<file path="src/rtl/delay_line_pkg.sv">
// Shared types and constants for the pulse front end and the delay line it feeds.
package delay_line_pkg;

    typedef enum logic [1:0] {
        IDLE   = 2'd0,
        ACQ    = 2'd1,
        LOCKED = 2'd2
    } lock_state_t;

    localparam int CNT_W_DEFAULT = 16;
    localparam int CLK_FREQ      = 135_000_000;

endpackage

</file>
<file path="src/rtl/pulse_qualifier_glitch_filter.sv">
// Synchroniser followed by a persistence filter: the output only follows the synced
// input after it has disagreed for FILT_LEN consecutive cycles.
module glitch_filter #(
    parameter int SYNC_STAGES = 2,
    parameter int FILT_LEN    = 8
) (
    input  logic clk_in,
    input  logic rst_n_in,
    input  logic in,
    output logic pulse_out
);

    localparam int FW = (FILT_LEN > 1) ? $clog2(FILT_LEN) : 1;

    logic [SYNC_STAGES-1:0] sync_q, sync_d;
    logic [FW-1:0]          filt_cnt_q, filt_cnt_d;
    logic                   pulse_q, pulse_d;
    logic                   sync_bit;

    assign sync_bit = sync_q[SYNC_STAGES-1];

    always_comb begin
        sync_d     = {sync_q[SYNC_STAGES-2:0], in};
        filt_cnt_d = '0;
        pulse_d    = pulse_q;
        // Toggle on the FILT_LEN-th disagreeing cycle so both edges see equal delay.
        if (sync_bit != pulse_q) begin
            if (filt_cnt_q == FW'(FILT_LEN - 1)) begin
                pulse_d = ~pulse_q;
            end else begin
                filt_cnt_d = filt_cnt_q + 1'b1;
            end
        end
    end

    always_ff @(posedge clk_in or negedge rst_n_in) begin
        if (!rst_n_in) begin
            sync_q     <= '0;
            filt_cnt_q <= '0;
            pulse_q    <= 1'b0;
        end else begin
            sync_q     <= sync_d;
            filt_cnt_q <= filt_cnt_d;
            pulse_q    <= pulse_d;
        end
    end

    assign pulse_out = pulse_q;

endmodule

</file>
<file path="src/rtl/pulse_qualifier.sv">
// Qualifies the raw pulse pin: filtered level, rising-edge strobe, width/period
// measurement, overflow flag and a lock tracker for periodic trains.
module pulse_qualifier
    import delay_line_pkg::*;
#(
    parameter int SYNC_STAGES = 2,
    parameter int FILT_LEN    = 8,
    parameter int CNT_W       = CNT_W_DEFAULT,
    parameter int LOCK_COUNT  = 4,
    parameter int TOL         = 16
) (
    input  logic             clk_in,
    input  logic             rst_n_in,
    input  logic             in,
    output logic             pulse_out,
    output logic             rise_stb,
    output logic [CNT_W-1:0] width_out,
    output logic [CNT_W-1:0] period_out,
    output logic             meas_valid,
    output logic             ovf,
    output logic             locked,
    output lock_state_t      lock_state
);

    localparam int               MW      = $clog2(LOCK_COUNT + 1);
    localparam logic [CNT_W-1:0] CNT_MAX = '1;

    logic             filt_pulse;
    logic             pulse_prev_q, pulse_prev_d;
    logic [CNT_W-1:0] width_cnt_q, width_cnt_d;
    logic [CNT_W-1:0] width_q, width_d;
    logic [CNT_W-1:0] period_cnt_q, period_cnt_d;
    logic [CNT_W-1:0] period_q, period_d;
    logic [CNT_W-1:0] ref_q, ref_d;
    logic [MW-1:0]    match_q, match_d;
    logic             meas_valid_q, meas_valid_d;
    logic             ovf_q, ovf_d;
    lock_state_t      state_q, state_d;

    logic             rise, fall, sat, meas_now, in_tol;
    logic signed [CNT_W:0] diff;
    logic [CNT_W:0]   abs_diff;

    glitch_filter #(
        .SYNC_STAGES (SYNC_STAGES),
        .FILT_LEN    (FILT_LEN)
    ) u_filter (
        .clk_in    (clk_in),
        .rst_n_in  (rst_n_in),
        .in        (in),
        .pulse_out (filt_pulse)
    );

    assign rise = filt_pulse & ~pulse_prev_q;
    assign fall = ~filt_pulse & pulse_prev_q;
    assign sat  = (period_cnt_q == CNT_MAX);
    // A saturated period is never a measurement; that edge restarts acquisition instead.
    assign meas_now = rise && (state_q != IDLE) && !sat;

    assign diff     = $signed({1'b0, period_cnt_q}) - $signed({1'b0, ref_q});
    assign abs_diff = diff[CNT_W] ? $unsigned(-diff) : $unsigned(diff);
    assign in_tol   = (abs_diff <= (CNT_W + 1)'(TOL));

    always_comb begin
        pulse_prev_d = filt_pulse;
        width_cnt_d  = width_cnt_q;
        if (filt_pulse) begin
            if (rise) begin
                width_cnt_d = CNT_W'(1);
            end else if (width_cnt_q != CNT_MAX) begin
                width_cnt_d = width_cnt_q + 1'b1;
            end
        end
        width_d = fall ? width_cnt_q : width_q;

        period_cnt_d = period_cnt_q;
        if (rise) begin
            period_cnt_d = CNT_W'(1);
        end else if (!sat) begin
            period_cnt_d = period_cnt_q + 1'b1;
        end
        period_d     = rise ? period_cnt_q : period_q;
        meas_valid_d = meas_now;
        ovf_d        = sat ? 1'b1 : (rise ? 1'b0 : ovf_q);
    end

    always_comb begin
        state_d = state_q;
        match_d = match_q;
        ref_d   = ref_q;
        if (sat) begin
            match_d = '0;
            state_d = rise ? ACQ : IDLE;
        end else begin
            case (state_q)
                IDLE: begin
                    if (rise) begin
                        state_d = ACQ;
                        match_d = '0;
                    end
                end
                ACQ: begin
                    if (meas_now) begin
                        ref_d = period_cnt_q;
                        if (!in_tol) begin
                            match_d = '0;
                        end else if (match_q == MW'(LOCK_COUNT - 1)) begin
                            match_d = MW'(LOCK_COUNT);
                            state_d = LOCKED;
                        end else begin
                            match_d = match_q + 1'b1;
                        end
                    end
                end
                LOCKED: begin
                    if (meas_now) begin
                        ref_d = period_cnt_q;
                        if (!in_tol) begin
                            state_d = ACQ;
                            match_d = '0;
                        end
                    end
                end
                default: state_d = IDLE;
            endcase
        end
    end

    always_ff @(posedge clk_in or negedge rst_n_in) begin
        if (!rst_n_in) begin
            pulse_prev_q <= 1'b0;
            width_cnt_q  <= '0;
            width_q      <= '0;
            period_cnt_q <= '0;
            period_q     <= '0;
            ref_q        <= '0;
            match_q      <= '0;
            meas_valid_q <= 1'b0;
            ovf_q        <= 1'b0;
            state_q      <= IDLE;
        end else begin
            pulse_prev_q <= pulse_prev_d;
            width_cnt_q  <= width_cnt_d;
            width_q      <= width_d;
            period_cnt_q <= period_cnt_d;
            period_q     <= period_d;
            ref_q        <= ref_d;
            match_q      <= match_d;
            meas_valid_q <= meas_valid_d;
            ovf_q        <= ovf_d;
            state_q      <= state_d;
        end
    end

    assign pulse_out  = filt_pulse;
    assign rise_stb   = rise;
    assign width_out  = width_q;
    assign period_out = period_q;
    assign meas_valid = meas_valid_q;
    assign ovf        = ovf_q;
    assign locked     = (state_q == LOCKED);
    assign lock_state = state_q;

endmodule

</file>
<file path="config.mk">
export PLATFORM = sky130hd
export DESIGN_NAME = pulse_qualifier
export DESIGN_NICKNAME = d
export VERILOG_FILES = /design/src/rtl/delay_line_pkg.sv /design/src/rtl/pulse_qualifier_glitch_filter.sv /design/src/rtl/pulse_qualifier.sv
export SDC_FILE = /design/constraint.sdc
export NUM_CORES = 1
export LEC_CHECK = 0
export CAP_MARGIN = 20
export CORE_MARGIN = 8
export CORE_UTILIZATION = 64
export DETAILED_ROUTE_END_ITERATION = 10
export PLACE_DENSITY = 0.86
export REMOVE_ABC_BUFFERS = 1
export SYNTH_ARGS = -nofsm -noshare
export SYNTH_HDL_FRONTEND = slang
export SYNTH_SLANG_ARGS = --single-unit
</file>
<file path="constraint.sdc">
create_clock -name clk_in -period 6.5 [get_ports clk_in]
set_input_delay 1.3 -clock clk_in [delete_from_list [all_inputs] [get_ports clk_in]]
set_output_delay 1.3 -clock clk_in [all_outputs]
set_load 0.02 [all_outputs]
</file>
---- After elaboration in Yosys (flattened, before gate mapping) ----
Index checks and enable logic that the tools add are counted.
storage, ports and cells
  register bits after elaboration ......... 94
  bits of input ports ..................... 3
  output and inout port bits .............. 39
  word-level logic and storage cells ...... 79
operators by class
  add/sub/neg operators ................... 6
  order comparisons ....................... 1
  equal/unequal tests ..................... 14
  multiplexer cells ....................... 26
  bitwise operators ....................... 5
  reduce and logical (&&, ||, !) cells .... 14
operators by type and width
  kind                   count
  $mux 16                4
  $add 16x1->16 const B  2
  $mux 3                 9
  $le 17x5->1 const B    1
  $mux 17                1
  $neg 17->17            1
  $sub 16x16->17         1
  $eq 16x16->1 const B   1
  $ne 16x16->1 const B   1
  $ne 3x3->1 const B     5
  $mux 2                 7
  $pmux 3 s3             1
  $add 3x1->3 const B    2
  $pmux 2 s3             1
  $reduce_and 6->1       1
  $reduce_bool 2->1      3
  $reduce_and 5->1       1
  $reduce_and 2->1       2
  $reduce_bool 4->1      1
  $eq 3x2->1 const B     1
  $eq 3x3->1 const B     1
  $mux 1                 3
  $ne 3x1->1 const B     1
  $not 1->1              3
  other kinds (10)       12

---- Depth between registers and ports, before layout ----
  word-level depth ........................ 8
  depth in mapped cells ................... 16
  gate-level depth less buffers ........... 16

---- Cells and area by module ----
A second synthesis with hierarchy kept.
unflattened totals
  cells, all modules ...................... 589
  area total of the unflattened synthesis .. 5597.9 sq um
by module, submodules not included
  module           instances  cells an instance  area an instance (sq um)  seq. area each (sq um)
  pulse_qualifier  1          576                5377.7                    2202.1
  glitch_filter    1          13                 220.2                     150.1

---- Worst setup path after synthesis ----
No wires, ideal clock.
  kind .................................... register to register
  start point ............................. register period_cnt_q[0]
  end point ............................... register state_q[0] (netlist: lock_state[0])
  library setup time ...................... 0.120 ns
  arrival time ............................ 3.432 ns
  required time ........................... 6.380 ns
  slack ................................... 2.948 ns
  cell stages (with the launch flop) ...... 17
  path buffers ............................ 0
  period minus slack after synthesis ...... 3.552 ns
  cells stage by stage .................... dfrtp_1 -> inv_1 -> ha_1 -> inv_1 -> fa_1 -> a21oi_1 -> nor2_1 -> a211oi_1 -> mux2i_1 -> nor3_2 -> nor4b_1 -> a311o_1 -> nand4b_2 -> o31a_1 -> nor2b_1 -> o32a_1 -> a41o_1
on the way
  cells in the longest elaborated chain, start to end .. 6
  elaborated cells on any way between the ends .. 15
  classes of those cells .................. add/sub: 2; order compare: 1; eq/ne: 7; mux: 2; reduce/logical: 3
ends and longest elaborated chain
  element                     line                    text
  from (decl)                 pulse_qualifier.sv:32   logic [CNT_W-1:0] period_cnt_q, period_cnt_d;
  from (signal assigned)      pulse_qualifier.sv:145  period_cnt_q <= period_cnt_d;
  $sub 16x16->17              pulse_qualifier.sv:60   assign diff = $signed({1'b0, period_cnt_q}) - $signed({1'b0, ref_q});
  $neg 17->17                 pulse_qualifier.sv:61   assign abs_diff = diff[CNT_W] ? $unsigned(-diff) : $unsigned(diff);
  $mux 17                     pulse_qualifier.sv:61
  $le 17x5->1                 pulse_qualifier.sv:62   assign in_tol = (abs_diff <= (CNT_W + 1)'(TOL));
  $ne 3x3->1 (no line)        -
  $reduce_and 6->1 (no line)  -
  to (signal assigned)        pulse_qualifier.sv:151  state_q <= state_d;
  to (decl)                   pulse_qualifier.sv:38   lock_state_t state_q, state_d;
Several ways; a longest one is shown, not always the timed one.
A chain may end at the register's enable or synchronous reset.

---- Worst setup path in the final report ----
  start point ............................. register u_filter.pulse_q (netlist: u_filter.pulse_out)
  end point ............................... output rise_stb
on the way
  cells in the longest elaborated chain, start to end .. 1
ends and longest elaborated chain
  element                 line                                 text
  from (decl)             pulse_qualifier_glitch_filter.sv:17  logic pulse_q, pulse_d;
  from (signal assigned)  pulse_qualifier_glitch_filter.sv:44  pulse_q <= pulse_d;
  $and 1x1->1             pulse_qualifier.sv:54                assign rise = filt_pulse & ~pulse_prev_q;
  to (decl)               pulse_qualifier.sv:16                output logic rise_stb,
Every way passes these cells.

==> results.toml <==
[grt]
antenna_found_initial = 0
grt.total_usage_pct = 22.6
first_global_vias = 4681
grt_max_degree = 95
grt_overflow = 0
grt_pass1_wl_um = 21800

[clocking]
cts_made_buffers = 9
htree_levels = 3
tritoncts = "done"
cts_sinks = 94
cts_hold_buf = 0
clockRootBuffer = "clkbuf_8"
cts_setup_buffers = 0
clkLatencyLatePin_ps = 360
cts_resized = 0
cts_max_path_buffers = 2
clk_pin_slew_ps = 100

[placement]
place_inst = 730
gp_congestion = 0.901
port_buffers = 41
post_dp_cell_area_um2 = 6040
post-dp-hpwl_um = 9120

[job]
cap_violations = 0

[synth]
ys_warn_count = 0
async_flop_share_pct = 100
postSynthCellCount = 601
synth_edf_count = 0
avgSynthCellArea_um2 = 9.28
synth_ff_type = "dfrtp_1"
synth_cell_types = 73
synth-seq-area-share_pct = 42.2
ys_ff_latch = 94
synth_area_um2 = 5580

[die]
ioPinCount = 42
dieArea_um2 = 12000
start_util_pct = 64.9
die_y_um = 109
die_w_um = 109
rows = 34
design.core.area_um2 = 8590

[final_layout]
area_growth_pct = 12.7
final_cell_mix = "dfrtp_1, nand2_1, nor2_1"
final_cell_area_um2 = 6280
final_common_cell = "dfrtp_1"
drive_gt1_share_pct = 10.2
fillers = 613
fin_cells = 747
utilization_pct = 73.1
nNetsFinal = 664
diodes = 0

[detailed_routing]
dr.pass1.iters = 5
wire_per_inst_um = 17.1
ant_nets = 0
drcViolationCount = 0
drt_wl_total_um = 12800
vias_per_cell = 6.20
drtIter0Drc = 324
vias = 4633

[critical_path]
start_kind = "flop"
critPathKind = "reg2out"
rrSetupSlack_ps = 2550
crit_required_ps = 5200
endpoint_kind = "output pin"
arrival_ps = 3080
worstPathMaxFanout = 46

[pwr]
leakagePower_nw = 2.95
ir_drop_v = 0.000294
power_density_nw_per_um2 = 526

[status]
outcome = "completed"

[hold_path]
hold_path.class = "reg2reg"

[timing]
finalHoldViolations = 0
setup-tns-final_ps = 0
finalCriticalPeriod_ps = 4380
relSlewSlack_pct = 33.7
worstMarginPinSlew_ps = 994
rsz0062_at_grt = "no"
max_freq_ghz = 0.228
finClkSkew_ps = 16.6
finalSetupViolations = 0
drv_slew = 0
period_share_pct = 67.4
cell usage after synthesis, types with 4 or more instances:
library cell  count  area share [%]
dfrtp_1          94              42
nand2_1          89             6.0
nor2_1           60             4.0
a21oi_1          34             3.1
mux2_2           33             6.7
inv_1            28             1.9
ha_1             26             5.8
o21ai_0          25             2.2
nand3_1          24             2.2
xor2_1           20             3.1
clkbuf_1         15             1.0
xnor2_1          11             1.7
and3_1           10             1.1
nand4_1           9             1.0
nor3_1            9            0.81
a21o_1            7            0.94
or3_1             7            0.79
a211oi_1          5            0.67
nand2b_1          5            0.56
and2_1            4            0.45
nor3b_1           4            0.54
o211ai_1          4            0.54
o21ai_1           4            0.36
metrics by stage:
stage	power, W	hold slack, ps	worst slack (ps)
floorplan	0.00237	331	2940
global placement	0.00280	343	2650
detailed placement	0.00285	343	2550
CTS	0.00327	373	2120
global route	0.00356	376	1900
finish	0.00330	369	2120
power by group:
part	switching, W	internal, W
logic	0.00128	0.000842
clock network	0.000215	0.000195
registers	0.0000959	0.000674
worst paths after layout:
path | startpoint | to | cells after the start
min in group asynchronous | rst_n_in | width_cnt_q[8] | 1
hold / removal | u_filter.sync_q[0] | u_filter.sync_q[1] | 0
hold reg to reg | u_filter.sync_q[0] | u_filter.sync_q[1] | 0
setup / recovery | u_filter.pulse_out | rise_stb | 3
max in group asynchronous | rst_n_in | ovf | 2
setup reg to reg | period_cnt_q[0] | lock_state[0] | 16
cells by family (layout without fill, tap and decap cells):
group	count (synthesis)	after routing	share of synthesized area, %
buffers and inverters	49	87	3.34
and+or+nand+nor	240	240	20.6
AOI/OAI and AO/OA	124	124	15.6
muxes	36	36	7.29
adders and majority gates	27	27	6.19
xor gates and xnor gates	31	31	4.87
DFF	94	94	42.2
critical path, cell delays in order (launching register included):
cell	delay, ps
dfrtp_1	530
nand2b_1	590
inv_2	830
clkdlybuf4s50_1	760
layer usage:
metal | GRT usage (%) | vias up | share of wire, %
li1 | - | 2211 | -
met1 | 28.6 | 2252 | 44
met2 | 38.2 | 152 | 50
met3 | 4.16 | 18 | 4.7
met4 | 8.00 | 0 | 1.1
met5 | 0 | - | 0
flip-flops by register name, summed over array words and instances, names as in the netlist:
register and count:
period_cnt_q 16, period_out 16, ref_q 16, width_cnt_q 16, width_out 16, match_q 3
u_filter.filt_cnt_q 3, lock_state 2, u_filter.sync_q 2, meas_valid 1, ovf 1, pulse_prev_q 1
u_filter.pulse_out 1
final cells by class:
class / count / area, um2 / area share (%)
multi-input combinational: 458 / 3040 / 48.3
sequential: 94 / 2350 / 37.5
timing repair buffer: 42 / 435 / 6.93
clock buffer: 10 / 138 / 2.19
tap: 108 / 135 / 2.15
inverter: 29 / 109 / 1.73
clock inverter: 6 / 75.1 / 1.20
Power figures use the tool's default switching activity.
